==> config.mk <==
export PLATFORM = sky130hd
export DESIGN_NAME = bec_evt_capture
export DESIGN_NICKNAME = d
export VERILOG_FILES = /design/src/rtl/bec_pkg.sv /design/src/rtl/bec_evt_fifo.sv /design/src/rtl/bec_evt_capture.sv
export SDC_FILE = /design/constraint.sdc
export NUM_CORES = 1
export LEC_CHECK = 0
export CAP_MARGIN = 20
export CORE_MARGIN = 2
export CORE_UTILIZATION = 47
export DETAILED_ROUTE_END_ITERATION = 6
export PLACE_DENSITY = 0.77
export SLEW_MARGIN = 20
export SYNTH_ARGS = -nofsm -noshare
export SYNTH_HDL_FRONTEND = slang
export SYNTH_SLANG_ARGS = --single-unit
==> constraint.sdc <==
create_clock -name clk -period 16.3 [get_ports clk]
set_input_delay 3.26 -clock clk [delete_from_list [all_inputs] [get_ports clk]]
set_output_delay 3.26 -clock clk [all_outputs]
set_load 0.01 [all_outputs]
==> src/rtl/bec_pkg.sv <==
// Shared types and constants for the bec event-capture trace stage.
package bec_pkg;

  // Strobe vector width (y1 = bit 0 ... y39 = bit 38) and timestamp width
  localparam int BEC_VEC_W = 39;
  localparam int BEC_TS_W  = 16;

  // Capture controller states, encoded as seen on the cap_state output
  typedef enum logic [1:0] {
    CS_IDLE    = 2'd0,
    CS_ARMED   = 2'd1,
    CS_CAPTURE = 2'd2,
    CS_DONE    = 2'd3
  } cap_state_t;

  // One recorded event: strobe vector plus the timestamp of its edge
  typedef struct packed {
    logic [BEC_VEC_W-1:0] vec;
    logic [BEC_TS_W-1:0]  ts;
  } evt_t;

endpackage

==> src/rtl/bec_evt_fifo.sv <==
// Synchronous FIFO for captured events. The head entry is read straight out
// of storage, so a push at edge k is visible on dout right after edge k.
// A push while full is accepted only when a pop happens in the same cycle.
module bec_evt_fifo #(
  parameter int DEPTH = 8,
  parameter int WIDTH = 55
) (
  input  logic                       clk,
  input  logic                       rst,
  input  logic                       clr,
  input  logic                       push,
  input  logic                       pop,
  input  logic [WIDTH-1:0]           din,
  output logic [WIDTH-1:0]           dout,
  output logic [$clog2(DEPTH+1)-1:0] level,
  output logic                       full,
  output logic                       empty
);

  localparam int PTR_W = $clog2(DEPTH);
  localparam int LVL_W = $clog2(DEPTH+1);

  logic [WIDTH-1:0] mem [DEPTH];
  logic [PTR_W-1:0] wr_ptr_reg;
  logic [PTR_W-1:0] rd_ptr_reg;
  logic [LVL_W-1:0] level_reg;
  logic             wr_en;
  logic             rd_en;

  // full/empty come from the level count; pointers simply wrap
  assign full  = (level_reg == LVL_W'(DEPTH));
  assign empty = (level_reg == '0);
  assign rd_en = pop & ~empty;
  assign wr_en = push & ~clr & (~full | rd_en);

  // Storage write; contents are only meaningful below the level count
  always_ff @(posedge clk) begin
    if (wr_en) begin
      mem[wr_ptr_reg] <= din;
    end
  end

  // Pointer and level bookkeeping; clr empties the queue
  always_ff @(posedge clk or posedge rst) begin
    if (rst) begin
      wr_ptr_reg <= '0;
      rd_ptr_reg <= '0;
      level_reg  <= '0;
    end else if (clr) begin
      wr_ptr_reg <= '0;
      rd_ptr_reg <= '0;
      level_reg  <= '0;
    end else begin
      if (wr_en) wr_ptr_reg <= wr_ptr_reg + PTR_W'(1);
      if (rd_en) rd_ptr_reg <= rd_ptr_reg + PTR_W'(1);
      if (wr_en && !rd_en) begin
        level_reg <= level_reg + LVL_W'(1);
      end else if (rd_en && !wr_en) begin
        level_reg <= level_reg - LVL_W'(1);
      end
    end
  end

  // Empty queue shows zeros rather than stale storage
  assign dout  = empty ? '0 : mem[rd_ptr_reg];
  assign level = level_reg;

endmodule

==> src/rtl/bec_evt_capture.sv <==
// Trace stage behind the bec controller: timestamps every edge, arms on
// request, triggers on a masked strobe and records POST nonzero-strobe events
// into a FIFO that a host drains over valid/ready.
module bec_evt_capture
  import bec_pkg::*;
#(
  parameter int VEC_W = BEC_VEC_W,
  parameter int DEPTH = 8,
  parameter int TS_W  = BEC_TS_W,
  parameter int POST  = 4
) (
  input  logic                       clk,
  input  logic                       rst,
  input  logic [VEC_W-1:0]           y_vec,
  input  logic                       arm,
  input  logic                       clr,
  input  logic [VEC_W-1:0]           trig_mask,
  output logic                       rd_valid,
  input  logic                       rd_ready,
  output logic [VEC_W-1:0]           rd_vec,
  output logic [TS_W-1:0]            rd_ts,
  output logic [$clog2(DEPTH+1)-1:0] level,
  output logic                       overflow,
  output logic [7:0]                 drop_cnt,
  output logic [1:0]                 cap_state
);

  localparam int PC_W = (POST > 1) ? $clog2(POST) : 1;

  cap_state_t       state_reg;
  cap_state_t       state_next;
  logic [TS_W-1:0]  ts_reg;
  logic [PC_W-1:0]  post_cnt_reg;
  logic [PC_W-1:0]  post_cnt_next;
  logic             overflow_reg;
  logic [7:0]       drop_cnt_reg;

  logic             evt;
  logic             trig;
  logic             push_req;
  logic             pop;
  logic             fifo_full;
  logic             fifo_empty;
  logic             drop;
  logic [VEC_W+TS_W-1:0] fifo_dout;

  assign evt  = |y_vec;
  assign trig = |(y_vec & trig_mask);

  // Free-running timestamp; only rst touches it
  always_ff @(posedge clk or posedge rst) begin
    if (rst) ts_reg <= '0;
    else     ts_reg <= ts_reg + TS_W'(1);
  end

  // Capture state and remaining-event counter registers
  always_ff @(posedge clk or posedge rst) begin
    if (rst) begin
      state_reg    <= CS_IDLE;
      post_cnt_reg <= '0;
    end else begin
      state_reg    <= state_next;
      post_cnt_reg <= post_cnt_next;
    end
  end

  // Next state: clr wins, then arm, then events. arm in ARMED re-arms and
  // discards a coincident trigger; arm is ignored while capturing.
  always_comb begin
    state_next = state_reg;
    if (clr) begin
      state_next = CS_IDLE;
    end else begin
      case (state_reg)
        CS_IDLE:    if (arm) state_next = CS_ARMED;
        CS_ARMED:   if (!arm && trig) state_next = (POST == 1) ? CS_DONE : CS_CAPTURE;
        CS_CAPTURE: if (evt && post_cnt_reg == PC_W'(1)) state_next = CS_DONE;
        CS_DONE:    if (arm) state_next = CS_ARMED;
        default:    state_next = CS_IDLE;
      endcase
    end
  end

  // Outputs of the controller: which edges push and how the counter moves.
  // Dropped pushes still consume one of the POST slots.
  always_comb begin
    push_req      = 1'b0;
    post_cnt_next = post_cnt_reg;
    if (!clr) begin
      case (state_reg)
        CS_ARMED: begin
          if (!arm && trig) begin
            push_req      = 1'b1;
            post_cnt_next = PC_W'(POST - 1);
          end
        end
        CS_CAPTURE: begin
          if (evt) begin
            push_req      = 1'b1;
            post_cnt_next = post_cnt_reg - PC_W'(1);
          end
        end
        default: begin
          push_req      = 1'b0;
          post_cnt_next = post_cnt_reg;
        end
      endcase
    end
  end

  assign pop  = rd_ready & ~fifo_empty;
  assign drop = push_req & fifo_full & ~pop;

  // Sticky overflow flag and saturating drop counter; both cleared by clr
  always_ff @(posedge clk or posedge rst) begin
    if (rst) begin
      overflow_reg <= 1'b0;
      drop_cnt_reg <= '0;
    end else if (clr) begin
      overflow_reg <= 1'b0;
      drop_cnt_reg <= '0;
    end else if (drop) begin
      overflow_reg <= 1'b1;
      if (drop_cnt_reg != 8'hFF) drop_cnt_reg <= drop_cnt_reg + 8'd1;
    end
  end

  bec_evt_fifo #(
    .DEPTH (DEPTH),
    .WIDTH (VEC_W + TS_W)
  ) u_fifo (
    .clk   (clk),
    .rst   (rst),
    .clr   (clr),
    .push  (push_req),
    .pop   (pop),
    .din   ({y_vec, ts_reg}),
    .dout  (fifo_dout),
    .level (level),
    .full  (fifo_full),
    .empty (fifo_empty)
  );

  assign rd_valid  = ~fifo_empty;
  assign rd_vec    = fifo_dout[VEC_W+TS_W-1:TS_W];
  assign rd_ts     = fifo_dout[TS_W-1:0];
  assign overflow  = overflow_reg;
  assign drop_cnt  = drop_cnt_reg;
  assign cap_state = state_reg;

endmodule

Word level (Yosys, flattened, before mapping)
Memory sizes are Yosys's and may differ from the RTL's.
Index checks and enable logic that the tools add are counted.
{"block": "totals", "inputBits": 83, "mem_bits_rw": 440, "mem_count": 1, "out_inout_bits": 71, "register_bits": 39, "wordCells": 87}
{"name": "u_fifo.mem", "words": 8, "word_bits": 55, "rd": 1, "rd_clocked_by_memory_dff": 0, "wr": 1, "line_no": "bec_evt_fifo.sv:23", "source": "logic [WIDTH-1:0] mem [DEPTH];"}
{"block": "classes", "bitwise_logic": 12, "n_mux": 27, "eq_ne": 11, "n_addsub": 7, "reduce_logical": 21}
{"op": "$reduce_or 39->1", "n": 2}
{"op": "$mux 55", "n": 1}
{"op": "$and 39x39->39", "n": 1}
{"op": "$mux 8", "n": 3}
{"op": "$add 16x1->16 const B", "n": 1}
{"op": "$mux 2", "n": 6}
{"op": "$mux 3", "n": 4}
{"op": "$mux 4", "n": 3}
{"op": "$reduce_bool 2->1", "n": 5}
{"op": "$add 8x1->8 const B", "n": 1}
{"op": "$ne 8x8->1 const B", "n": 1}
{"op": "$mux 1", "n": 7}
{"op": "$add 3x1->3 const B", "n": 2}
{"op": "$and 1x1->1", "n": 6}
{"op": "$ne 3x3->1 const B", "n": 2}
{"op": "$pmux 2 s3", "n": 1}
{"op": "$add 4x1->4 const B", "n": 1}
{"op": "$eq 2x1->1 const B", "n": 2}
{"op": "$eq 2x2->1 const B", "n": 2}
{"op": "$eq 4x4->1 const B", "n": 1}
{"op": "$logic_and 1x1->1", "n": 4}
{"op": "$logic_not 4->1", "n": 1}
{"op": "$ne 2x2->1 const B", "n": 2}
{"op": "$not 1->1", "n": 4}
{"op": "13 further kinds", "n": 15}

Longest topological paths before layout
Gate-level depths: netlist of the first run.
{"block": "depth", "ltp_word": 13, "ltp_mapped": 13, "depth_no_buf": 13}

Modules after synthesis
Synthesis of the first run repeated with hierarchy kept, for this count alone.
{"block": "unflattened", "hier_cells": 966, "area_unflattened_um2": 19167.1}
{"module": "bec_evt_fifo", "n_inst": 1, "cells_each": 787, "seq_area_each_um2": 13462.9, "area_per_inst_um2": 17423.0}
{"module": "bec_evt_capture", "n_inst": 1, "cells_each": 179, "seq_area_each_um2": 725.7, "area_per_inst_um2": 1744.2}

Least setup slack after synthesis of the first run
OpenSTA, ideal clock, no wires.
{"block": "synth_path", "path_kind": "in2reg", "start": "in trig_mask[26]", "end": "mem u_fifo.mem[4][0], enable pin", "setup_time_ns": 0.624, "required_time_ns": 15.676, "setup_slack_ns": 5.751, "stages": 7, "n_path_buf": 1, "arrival_time_ns": 9.926, "cell_sequence": "a22o_1 -> a221oi_1 -> and4_1 -> a21boi_4 -> o21ai_1 -> buf_2 -> nor4b_1"}
{"block": "synth_via", "elab_chain_cells": 10}
{"item": "from (decl)", "line_no": "bec_evt_capture.sv:17", "source": "input logic [VEC_W-1:0] trig_mask,"}
{"item": "$and 39x39->39", "line_no": "bec_evt_capture.sv:48", "source": "assign trig = |(y_vec & trig_mask);"}
{"item": "$reduce_or 39->1", "line_no": "bec_evt_capture.sv:48"}
{"item": "$logic_and 1x1->1", "line_no": "bec_evt_capture.sv:92", "source": "if (!arm && trig) begin"}
{"item": "$mux 1", "line_no": "bec_evt_capture.sv:92"}
{"item": "$pmux 1 s2", "line_no": "bec_evt_capture.sv:90", "source": "case (state_reg)"}
{"item": "$mux 1", "line_no": "bec_evt_capture.sv:89", "source": "if (!clr) begin"}
{"item": "$and 1x1->1 (2 in a row)", "line_no": "bec_evt_fifo.sv:34", "source": "assign wr_en = push & ~clr & (~full | rd_en);"}
{"item": "$mux 1", "line_no": "bec_evt_fifo.sv:38", "source": "if (wr_en) begin"}
{"item": "$mux 1 (implied by the code)", "line_no": "bec_evt_fifo.sv:39", "source": "mem[wr_ptr_reg] <= din;"}
{"item": "to (decl)", "line_no": "bec_evt_fifo.sv:23"}
No other way between the ends.

Worst setup path after layout of the first run
{"block": "layout_path", "start": "reg u_fifo.rd_ptr_reg[0]", "end": "out rd_ts[0]"}
{"block": "layout_via", "elab_chain_cells": 2}
{"item": "from (decl)", "line_no": "bec_evt_fifo.sv:25", "source": "logic [PTR_W-1:0] rd_ptr_reg;"}
{"item": "from (signal assigned)", "line_no": "bec_evt_fifo.sv:55", "source": "if (rd_en) rd_ptr_reg <= rd_ptr_reg + PTR_W'(1);"}
{"item": "$mem_v2 8x55"}
{"item": "$mux 55", "line_no": "bec_evt_fifo.sv:65", "source": "assign dout = empty ? '0 : mem[rd_ptr_reg];"}
{"item": "to (decl)", "line_no": "bec_evt_capture.sv:21", "source": "output logic [TS_W-1:0] rd_ts,"}
No other way between the ends.

==> impl_results.md, run 1 <==
* Outcome: complete, no violations
* Worst r2r dst: u_fifo.level[3]
* Crit end category: primary output
* Final setup vio count at 0
* IO Count at roughly 150
* Pwr Total at approximately 3.2 mW
* Max-cap viol count at 0
* Crit path max-delay family: buffers and inverters
* Detailed Route WL at 41200 um
* Die height at between 200 and 250 um
* Hold Crit Start: post_cnt_reg[0]
* RSZ-0062 raised after global routing: no
* Post-synth EDFFs at 440
* Relative slew slack at 0.343
* Area of the die at 42100 um2
* Drt initial violations at 783
* Number of remaining DRC errors at 0
* Met1 Use GR at 0.271
* Seq/Total Area, Yosys at 0.746
* Port Buf Inserts at 153
* GPL Wtd Cong at slightly below 0.8
* P_leak at between 7 and 8 nW
* Initial Util at 0.478
* Max stage delay on crit path at 810 ps
* Core Region at 39800 um2
* P per Cell Area at 139 nW/um2
* Max FFs per register at 440
* Largest net degree at the start of global routing at 68
* Critical Path RT at 13040 ps
* Crit path time final at 7050 ps
* Slew Viols, Final at 0
* Synthesized cell area at 19000 um2
* Gr usage total at 0.198
* R2r worst-path depth at 13
* CTS Root Cell: clkbuf_16
* Register bit total from synthesis at 479
* Worst path cell trace: buf_4 -> mux4_2 -> mux2i_1 -> nor2_1 -> clkdlybuf4s50_1
* Final Hold Fails at 0
* Synth area leader: edfxtp_1
* Busiest grt layer: met2
* Avg Cell Area, Syn at around 20 um2
* Final Skew at 10.3 ps
* First-pass GRT wire length at between 60000 and 70000 um
* Number of clock sinks at between 400 and 500
* Filler cell count at between 2k and 3k
* Worst-Margin Slew at 985 ps
* Reg-to-reg startpoint: u_fifo.level[1]
* Crit-path slowest cell: buf_4
* Startpoint Class: flip-flop
* Vias in the first global route at between 10k and 15k
* Die W at 205 um
* Maximum vdd drop at 105 uV
* Crit. Startpoint: u_fifo.rd_ptr_reg[0]
* Initial antenna violation count at 1
* Cts bufs inserted at 47
* Final layout net count at 1218
* WP data arrival at 3790 ps
* CP Buf/Inv Count at 2
* Clock Latency Late Sink at about 550 ps
* Commonest non-fill, non-tap cell in the layout: edfxtp_1
* Period utilization at 0.433
* Yosys warns at 0
* DR vias/cell at 5.81
* Post-DRT Antenna Nets at 0
* Synth cell types at 59
* Longest Clk Path Bufs at 3
* TritonCTS clock tree: yes
* FMAX at 142 MHz
* Post-CTS Setup Repair Bufs at 0
* Ant. Diodes at 0
* Routed length per instance at 24.5 um
* Worst Hold Class: flip-flop to flip-flop
* Post_cts resized at 0
* Pre-antenna DRT Iters at 5
* Synth Flop Type: edfxtp_1
* CTS H-tree depth at 2
* Setup TNS at 0 ps
* Vias at 9790
* Hold_buf cts at 0
* CTS clk-pin slew, worst paths at 60 ps
* Final HPWL DP at 23300 um
* Area growth syn-to-layout at 19.3%
* Synthesized net count at around 1.0k
* Total gr overflow at 0
* Share of cells above drive strength 1 at 0.180
* Maximum fanout along the worst path at 48
* Min Hold Slack at 542 ps
* Crit Path Category: flip-flop to primary output
* Largest cells by area after synthesis: edfxtp_1 (69%), mux4_2 (13%), dfrtp_1 (5.1%)
* Synth Instances at 949
* Row cnt at 73
* FFs w/ async S/R, synth at 0.0814
* Worst reg2reg setup slack at 12770 ps
* Most frequent cells in the layout: edfxtp_1 (440), clkdlybuf4s50_1 (153), mux4_2 (110)
* Hold path depth at 1
* Met2 Resource Use GR at 0.328
* GR Layer Usage met3 at 0.0372
* WHS Endpoint: post_cnt_reg[0]
* Yosys top cell area share at 0.695
[worst max path at each step]
stage	end	slack, ps	cells past startpoint
finish	rd_ts[0]	9250	5
global route	rd_vec[38]	8950	5
CTS	rd_vec[38]	9090	5
detailed placement	u_fifo.mem[3][20]	9040	8
global placement	u_fifo.mem[5][20]	9150	8
floorplan	u_fifo.mem[4][0]	5750	7
[cell usage after synthesis, drive strengths merged, types with 3 or more instances]
library cell	n
o21ai	7
nor2	79
mux2i	58
ha	10
buf	21
a21oi	9
nand4	8
a22oi	12
a22o	3
nand3	9
edfxtp	440
xor2	9
or4	3
nor4b	5
nor4	14
nor3	8
xnor2	11
and3	3
dfrtp	39
mux4	110
inv	14
mux2	4
clkbuf	21
nand2	17
a221oi	3
o31ai	4
[where the power goes]
part,switching [mW],leakage (nW),internal [mW]
Clock,0.431,0.713,0.607
Sequential,0.0422,4.55,1.36
Combinational,0.334,1.99,0.388
Total,0.808,7.25,2.36
[final cells by class]
| type | instances | area (um2) | area share |
|---|---|---|---|
| Sequential cell | 479 | 14200 | 0.626 |
| Multi-Input combinational cell | 414 | 4660 | 0.205 |
| Timing Repair Buffer | 168 | 1640 | 0.0725 |
| Clock buffer | 66 | 1310 | 0.0577 |
| Tap cell | 525 | 657 | 0.0289 |
| Clock inverter | 19 | 166 | 0.00733 |
| Inverter | 14 | 52.6 | 0.00232 |
[kinds of logic after synthesis]
logic type,after synthesis,share of synthesized area
AO/OA/AOI/OAI,53,0.0205
flip-flops,479,0.746
buffers and inverters,56,0.0121
multiplexers,172,0.163
XOR/XNOR,20,0.00921
AND/OR/NAND/NOR,158,0.0416
adder cells (fa/ha/maj),11,0.00763
[per-stage QoR]
step | util | std cells | setup slack [ps] | instance area [um2]
after global routing | 0.570 | 1685 | 8950 | 22700
after detailed placement | 0.533 | 1600 | 9040 | 21200
after CTS | 0.570 | 1685 | 9090 | 22700
after floorplan | - | 949 | 5750 | 19000
after global placement | 0.533 | 1600 | 9150 | 21200
final | 0.570 | 1685 | 9250 | 22700
[layer usage]
layer	vias to the layer above	share of wire
met5	-	0
met1	5092	0.40
met4	0	0.023
met3	63	0.079
met2	401	0.50
li1	4234	-
No activity file was read; power rests on OpenSTA's default activity.
==> inputs of run 2 (changes only) <==
--- a/config.mk
+++ b/config.mk
@@ -9,7 +9,7 @@
 export CORE_MARGIN = 2
 export CORE_UTILIZATION = 47
 export DETAILED_ROUTE_END_ITERATION = 6
-export PLACE_DENSITY = 0.77
+export PLACE_DENSITY = 0.79
 export SLEW_MARGIN = 20
 export SYNTH_ARGS = -nofsm -noshare
 export SYNTH_HDL_FRONTEND = slang
==> constraint.sdc (replaced) <==
create_clock -name clk -period 6.45 [get_ports clk]
set_input_delay 1.29 -clock clk [delete_from_list [all_inputs] [get_ports clk]]
set_output_delay 1.29 -clock clk [all_outputs]
set_load 0.01 [all_outputs]
==> run 2 against run 1 <==
Against the previous run:
- critical path type unchanged
- die area is the same
- utilization grew 0.24 points
- wire length grew 3.9%
- critical path depth is the same
- clock power grew to 2.5 times the previous value
- flip-flop and latch count is the same
- non-clock buffer count grew 11
- sequential share of layout area shrank 0.26 points
- final cell count grew 0.89%
- register-to-register slack lost 9900 ps
==> impl_results.md, run 2 (synthesized netlist as in run 1, its figures left out) <==
* Filler cell count at 2901
* Placed Area at 21300 um2
* CTS H-tree depth at 2
* Final Hold Fails at 0
* Relative slew slack at 0.244
* Initial Util at 0.478
* Share of cells above drive strength 1 at 0.191
* Longest Clk Path Bufs at 3
* Number of remaining DRC errors at 0
* CP Buf/Inv Count at 2
* FMAX at 211 MHz
* Routed length per instance at 25.2 um
* Worst-Margin Slew at ~1100 ps
* Final Skew at 16.7 ps
* Place WS at 1450 ps
* Clock power share at 0.324
* RSZ-0062 raised after global routing: no
* Max-cap viol count at 0
* Crit-path slowest cell: dfrtp_4
* P_leak at 7.32 nW
* Die W at 205 um
* Initial antenna violation count at 1
* Final HPWL DP at 24700 um
* Crit end category: primary output
* DR vias/cell at 5.92
* Drt initial violations at 1064
* Maximum vdd drop at about 220 uV
* Vias at approximately 10k
* Die height at 205 um
* Crit path max-delay family: buffers and inverters
* Row cnt at 73
* GPL Wtd Cong at 0.806
* Critical Path RT at roughly 5200 ps
* CTS clk-pin slew, worst paths at 60 ps
* Maximum fanout along the worst path at 41
* Crit Path Category: flip-flop to primary output
* Max FFs per register at 440
* Clock Latency Late Sink at 570 ps
* Crit. Startpoint: u_fifo.rd_ptr_reg[0]
* Layout Cells excl Fill at 1700
* Cts bufs inserted at 48
* DP Cell Count at 1611
* Vias in the first global route at 10.3k
* Hold Crit Start: post_cnt_reg[1]
* Int Power at 5.89 mW
* Comb pwr share at 0.228
* Detailed Route WL at 42800 um
* Area of the multi-input gates at 4660 um2
* P per Cell Area at 351 nW/um2
* Reported net switching power at between 2 and 2.5 mW
* Port Buf Inserts at about 150
* Total gr overflow at 0
* Startpoint Class: flip-flop
* Commonest non-fill, non-tap cell in the layout: edfxtp_1
* Number of clock sinks at 479
* Gr usage total at 0.208
* Sequential Area at ~14000 um2
* Most frequent cells in the layout: edfxtp_1 (440), clkdlybuf4s50_1 (153), mux4_2 (110)
* Crit path time final at 4740 ps
* Post-CTS Setup Repair Bufs at 0
* TritonCTS clock tree: yes
* Worst path cell trace: buf_4 -> mux4_2 -> mux2i_1 -> nor2_1 -> clkdlybuf4s50_1
* Reg-to-reg startpoint: u_fifo.level[1]
* Max stage delay on crit path at between 900 and 1000 ps
* Final setup vio count at 0
* Core Region at 39800 um2
* Area of the die at 42100 um2
* Slew Viols, Final at 0
* CTS Root Cell: clkbuf_16
* Final layout net count at 1230
* Hold_buf cts at 0
* Ant. Diodes at 0
* Switching Share at 0.264
* First-pass GRT wire length at 64300 um
* Outcome: complete, no violations
* Reg power frac at 0.448
* Period utilization at 0.735
* Post_cts resized at 0
* Setup TNS at 0 ps
* WP data arrival at 3450 ps
* Area growth syn-to-layout at 19.8%
* Post-DRT Antenna Nets at 0
* Design area at 22800 um2
* IO Count at between 150 and 200
* Final setup slack of the worst path at 1710 ps
* Largest net degree at the start of global routing at 74
* Pre-antenna DRT Iters at 5
* Worst Hold Class: flip-flop to flip-flop
## run 2: cell types whose count changed in the layout (fill, tap and decap cells not counted), moves of 2 or more
| cell | previous run | this run |
|---|---|---|
| buf_4 | 15 | 24 |
| clkbuf_1 | 15 | 10 |
| buf_12 | 0 | 2 |
| clkinv_1 | 11 | 14 |
| clkbuf_8 | 2 | 0 |
| clkinv_2 | 2 | 9 |
## run 2: worst reg2reg max path, cell delays in order, from the launching register on
cell and delay (ps):
dfrtp_1 470, nor4_2 290, buf_4 670, inv_2 130, and2_1 250, nor2_1 190, o21a_1 220, inv_1 100
ha_1 290, a21o_1 180, a21o_1 210, a211oi_1 260, o221ai_1 160, o211ai_1 100
## run 2: area by class of cell
type,instances,share of cell area
Tap cell,525,0.0288
Timing Repair Buffer,179,0.0769
Sequential cell,479,0.623
Clock inverter,31,0.0100
Multi-Input combinational cell,414,0.204
Clock buffer,58,0.0544
Inverter,14,0.00231
## run 2: metal layers
| metal | track usage | part of all wire | vias to the layer above |
|---|---|---|---|
| li1 | - | - | 4256 |
| met1 | 0.281 | 0.39 | 5263 |
| met2 | 0.351 | 0.51 | 477 |
| met3 | 0.0398 | 0.080 | 63 |
| met4 | 0.0555 | 0.021 | 0 |
| met5 | 0 | 0 | - |
## run 2: worst paths after layout
path / to / slack, ps / cells past startpoint
worst min-delay path: post_cnt_reg[1] / 550 / 2
worst max register to register: u_fifo.level[3] / 2860 / 13
worst min register to register: post_cnt_reg[1] / 550 / 2
worst max-delay path: rd_vec[17] / 1710 / 5
min in group asynchronous: ts_reg[7] / 1190 / 3
max in group asynchronous: u_fifo.rd_ptr_reg[2] / 4830 / 3
## run 2: power by group through the flow
stage                     clock network (mW)  logic, mW  registers, mW
after floorplan                            0       1.13           3.55
after CTS                               2.63       1.85           3.59
after global placement                     0       1.82           3.65
after detailed placement                   0       1.84           3.66
after global routing                    2.76       1.96           3.60
final                                   2.60       1.82           3.59
## run 2: stage by stage
step | hold slack (ps) | total power [mW] | util
6_report | 552 | 8.01 | 0.572
2_1_floorplan | 499 | 4.68 | -
4_1_cts | 551 | 8.08 | 0.572
3_5_place_dp | 542 | 5.49 | 0.535
3_3_place_gp | 511 | 5.47 | 0.535
5_1_grt | 591 | 8.32 | 0.572
==> inputs of run 3 (changes only) <==
--- a/config.mk
+++ b/config.mk
@@ -9,7 +9,7 @@
 export CORE_MARGIN = 2
 export CORE_UTILIZATION = 47
 export DETAILED_ROUTE_END_ITERATION = 6
-export PLACE_DENSITY = 0.79
+export PLACE_DENSITY = 0.77
 export SLEW_MARGIN = 20
 export SYNTH_ARGS = -nofsm -noshare
 export SYNTH_HDL_FRONTEND = slang
==> constraint.sdc (replaced) <==
create_clock -name clk -period 4.4 [get_ports clk]
set_input_delay 0.88 -clock clk [delete_from_list [all_inputs] [get_ports clk]]
set_output_delay 0.88 -clock clk [all_outputs]
set_load 0.01 [all_outputs]
==> run 3 against run 2 <==
Against the previous run:
- power rose by 49%
- setup slack worse by 1200 ps
- global-route usage rose by 0.35 points
- first-iteration DRC count shrank 0.56%
- critical path type unchanged
==> impl_results.md, run 3 (synthesized netlist as in run 1, its figures left out) <==
* First-pass GRT wire length at 65400 um
* Final Util at 0.587
* WP data arrival at 3040 ps
* Crit Path Category: flip-flop to primary output
* FMAX at 255 MHz
* Number of clock sinks at 479
* Detailed Route WL at 43800 um
* Commonest non-fill, non-tap cell in the layout: edfxtp_1
* Drt initial violations at 1058
* Maximum fanout along the worst path at 21
* Worst Hold Class: flip-flop to flip-flop
* Crit end category: primary output
* Pre-antenna DRT Iters at 5
* Hold_buf cts at 0
* Post_cts resized at 0
* Place WS at 86.1 ps
* Row cnt at 73
* Startpoint Class: flip-flop
* Area of the die at roughly 42000 um2
* Largest net degree at the start of global routing at 60
* Final Hold Fails at 0
* Vias at 10.2k
* CTS Root Cell: clkbuf_16
* RSZ-0062 raised after global routing: no
* Total gr overflow at 0
* Reg-to-reg startpoint: cap_state[0]
* Final HPWL DP at about 26000 um
* Most frequent cells in the layout: edfxtp_1 (440), clkdlybuf4s50_1 (153), mux4_2 (110)
* Initial antenna violation count at 2
* GPL Wtd Cong at 0.811
* Worst-Margin Slew at roughly 1100 ps
* Max FFs per register at 440
* Area growth syn-to-layout at 22.8%
* DR vias/cell at 5.87
* Final setup slack of the worst path at between 400 and 500 ps
* Cts bufs inserted at 46
* Slew Viols, Final at 0
* Core Region at 39800 um2
* Share of cells above drive strength 1 at 0.220
* IO Count at about 150
* Post-DRT Antenna Nets at 0
* Maximum vdd drop at roughly 300 uV
* Die W at 205 um
* Period utilization at 0.892
* Hold path depth at 1
* CTS clk-pin slew, worst paths at 60 ps
* Longest Clk Path Bufs at 3
* Gr usage total at 0.212
* Crit path time final at 3920 ps
* Outcome: complete, no violations
* R2r worst-path depth at 9
* Initial Util at 0.478
* TritonCTS clock tree: yes
* Worst r2r dst: u_fifo.mem[3][14]
* Clock Latency Late Sink at 560 ps
* Final layout net count at between 1k and 1.5k
* Die height at 205 um
* Post-CTS Setup Repair Bufs at 0
* WHS Endpoint: post_cnt_reg[0]
* Number of remaining DRC errors at 0
* Vias in the first global route at 10.6k
* Hold Crit Start: post_cnt_reg[0]
* Relative slew slack at 0.285
* CTS H-tree depth at 2
* Final Skew at 20.7 ps
* Port Buf Inserts at 153
* Critical Path RT at 3520 ps
* Worst reg2reg setup slack at 1200 ps
* P per Cell Area at 509 nW/um2
* Max-cap viol count at 0
* Routed length per instance at about 25 um
* Final setup vio count at 0
* P_leak at between 7 and 8 nW
## run 3: cell types whose count changed in the layout (fill, tap and decap cells not counted), sizes merged
cell,previous run,this run
clkbuf,58,64
clkinv,24,15
inv,17,15
buf,26,62
clkinvlp,2,3
diode,0,1
## run 3: power breakdown
part           total, mW  internal, mW  switching (mW)
clock               3.87          2.24            1.63
sequential          5.15          5.04           0.111
combinational       2.88          1.51            1.36
total               11.9          8.79            3.11
## run 3: layout make-up
| type | count | area (um2) |
|---|---|---|
| Clock inverter | 21 | 160 |
| Clock buffer | 64 | 1330 |
| Inverter | 14 | 52.6 |
| Fill cell | 2865 | 16500 |
| Antenna cell | 1 | 2.50 |
| Tap cell | 525 | 657 |
| Timing Repair Buffer | 215 | 2230 |
| Multi-Input combinational cell | 414 | 4730 |
| Sequential cell | 479 | 14200 |
## run 3: worst max-delay path by stage
stage / cells past startpoint / slack, ps / end / start
6_report: 5 / 480 / rd_vec[33] / u_fifo.rd_ptr_reg[0]
5_1_grt: 5 / 300 / rd_vec[33] / u_fifo.rd_ptr_reg[0]
2_1_floorplan: 7 / -1050 / u_fifo.mem[4][0] / trig_mask[26]
4_1_cts: 5 / 400 / rd_vec[33] / u_fifo.rd_ptr_reg[0]
3_3_place_gp: 13 / 70 / u_fifo.level[3] / y_vec[35]
3_5_place_dp: 9 / 90 / u_fifo.mem[6][37] / y_vec[9]
## run 3: through the flow
stage	power (mW)	hold slack (ps)	setup TNS, ps	cell area (um2)	cells
after floorplan	6.85	499	-341270	19100	949
after global placement	8.12	509	0	21900	1647
after detailed placement	8.15	527	0	21900	1647
after CTS	12.0	541	0	23400	1732
after global routing	12.4	577	0	23400	1732
final	11.9	543	0	23400	1733
## run 3: worst max-delay path, stage by stage (launching register included)
cell             delay [ps]
dfrtp_4                 630
buf_4                   460
mux4_2                  560
mux2i_1                 270
nor2_1                   70
clkdlybuf4s50_1         490
## run 3: routing by layer
layer	GRT usage	vias to the layer above	share of wire
met5	0	-	0
met4	0.0594	0	0.024
met3	0.0472	61	0.082
met2	0.345	460	0.49
met1	0.290	5313	0.41
li1	-	4334	-
==> RTL edit (config.mk and constraints of run 2) <==
`BEC_TS_W`: 16 -> 24.
--- a/src/rtl/bec_pkg.sv
+++ b/src/rtl/bec_pkg.sv
@@ -4,5 +4,5 @@
   // Strobe vector width (y1 = bit 0 ... y39 = bit 38) and timestamp width
   localparam int BEC_VEC_W = 39;
-  localparam int BEC_TS_W  = 16;
+  localparam int BEC_TS_W  = 24;
 
   // Capture controller states, encoded as seen on the cap_state output
Interface: changed (resized rd_ts); port bits go from 154 to 162. The function was not compared with the original's and may differ.
==> RTL edit against run 2 <==
  * The flow now finishes with violations (DRC)
  * Routed wire length grew 12%
  * Non-clock buffer count increased by 5
  * Area after synthesis grew 14%
  * Largest cell class unchanged
  * Cell area grew 14%
  * Setup slack improved by 0.042 ns
  * Die area up 14%
  * Largest power group unchanged
  * Sequential share of layout area is 0.72 points higher
  * Highest routed layer is now met5
  * Via count up 11%
  * Sequential cell count rose by 72
  * Hold slack worse by 0.062 ns
  * Sequential power grew 13%
  * Critical endpoint is now rd_ts[7]
  * Power is 14% higher
  * Critical path depth unchanged
==> RTL edit: results (changes against run 2) <==
stage	metric	value	unit	change
logic_synthesis	post-synthesis sequential area ratio	0.751		+0.00558
place	Post-DP Area	24200	um^2	+14%
min_path	WHS Path Cells	1		-1
global_route	total track usage	0.203		-0.00541
drt	DRC viols	1		+1
pwr	Internal Power	6730	uW	+14%
drt	initial DRC count	954		-10%
global_route	largest net degree at the start of global routing	64		-14%
logic_synthesis	Synth cell types	53		-10%
critical_path	CP Max Fanout	28		-32%
place	placed cell count	1813		+13%
logic_synthesis	Post-Synth Adder-Cell Area	0.00669		-0.000943
place	Post-Place Setup Slack	1.35	ns	-0.101 ns
min_path	Worst Hold Launch	post_cnt_reg[0]		
logic_synthesis	multiplexer share of the synthesized area	0.160		-0.00287
logic_synthesis	post-synthesis xor/xnor area fraction	0.0141		+0.00491
pwr	Worst VDD drop	236	uV	+6.9%
sta	Setup Skew	0.0230	ns	+0.00624 ns
pwr	Leak Pwr	0.00832	uW	+14%
final_layout	Nets	1362		+11%
place	GP Congestion	0.892		+11%
logic_synthesis	top cells by count, synth	504 x edfxtp_1, 126 x mux4_2, 86 x nor2_1		
run_status	failing checks	DRC		
place	Detail Placement HPWL	27.4	mm	+11%
drt	routed vias	11200		+11%
drt	drt pass-1 iters	7		+2
logic_synthesis	Gate Count Post-Synth	1074		+13%
drt	Avg Vias per Cell	5.86		-0.98%
global_route	first-pass GRT wire length	71.9	mm	+12%
final_layout	share of layout cells above drive strength 1	0.188		-0.00308
min_path	Hold Crit Endpoint	post_cnt_reg[0]		
logic_synthesis	ys async rst share	0.0853		+0.00388
final_layout	Fill cells	3301		+14%
global_route	vias in the first global route	11900		+16%
logic_synthesis	syn nets	1168		+12%
global_route	initial antenna violation count	3		+2
critical_path	Worst R2R Setup Slack	2.69	ns	-0.17 ns
logic_synthesis	EDFF count, synth	504		+15%
drt	Wirelength per Cell	25.0	um	-0.81%
clock_tree	worst-skew pair later-pin latency	0.61	ns	+0.04 ns
final_layout	max reg flops	504		+15%
sta	max_slew headroom	0.270		+0.0257
place	PortBufs	161		+5.2%
critical_path	cells on worst reg2reg path	12		-1
sta	Worst Hold Margin	0.490	ns	-0.0624 ns
critical_path	crit path DAT	3.41	ns	-0.04 ns
run_status	status	finished with violations		
logic_synthesis	complex-gate fraction of the synthesized area	0.0167		-0.00374
logic_synthesis	main area contributors after synthesis	edfxtp_1 70%, mux4_2 13%, dfrtp_1 5.4%		
## RTL edit: area by class of cell
class	instances	area, um^2	share of cell area
flip-flops and latches	551	16300	0.630
multi-input cells	465	5230	0.202
repair buffers	184	1860	0.0718
clock buffers	65	1410	0.0546
well taps	600	751	0.0290
clock inverters	33	264	0.0102
inverters	13	50.0	0.00193
diodes	1	2.50	0.0000967
## RTL edit: how the worst max path moves through the flow
stage / to / slack, ns / start / cells past startpoint
after floorplan: u_fifo.mem[5][0] / -1.25 / trig_mask[22] / 7
after global placement: u_fifo.mem[7][35] / 1.54 / y_vec[38] / 9
after detailed placement: u_fifo.mem[7][36] / 1.35 / y_vec[3] / 9
after CTS: rd_ts[7] / 1.60 / u_fifo.rd_ptr_reg[0] / 5
after global routing: rd_ts[7] / 1.51 / u_fifo.rd_ptr_reg[0] / 5
final: rd_ts[7] / 1.75 / u_fifo.rd_ptr_reg[0] / 5
## RTL edit: per-layer routing
layer	track usage	up-vias	routed length, um
met2	0.335	470	23800
met1	0.265	5865	18700
li1	-	4767	-
met4	0.0755	4	1390
met3	0.0474	97	3830
met5	0	-	24
## RTL edit: power by group through the flow
stage,sequential (uW),clock (uW),combinational [uW]
3_5_place_dp,4130,0,2110
5_1_grt,4070,3160,2250
2_1_floorplan,4070,0,1260
3_3_place_gp,4130,0,2090
4_1_cts,4060,3040,2130
6_report,4060,2980,2080
## RTL edit: critical path, stage by stage (launching register included)
cell and delay, ns:
dfrtp_4 0.82, buf_4 0.52, mux4_2 0.57, mux2i_1 0.26, nor2_1 0.07, clkdlybuf4s50_1 0.52
## RTL edit: cells by family after synthesis
group	Yosys count
AOI/OAI and AO/OA	48
DFF	551
and+or+nand+nor	181
muxes	190
adders and majority gates	11
buffers and inverters	58
xor gates and xnor gates	35
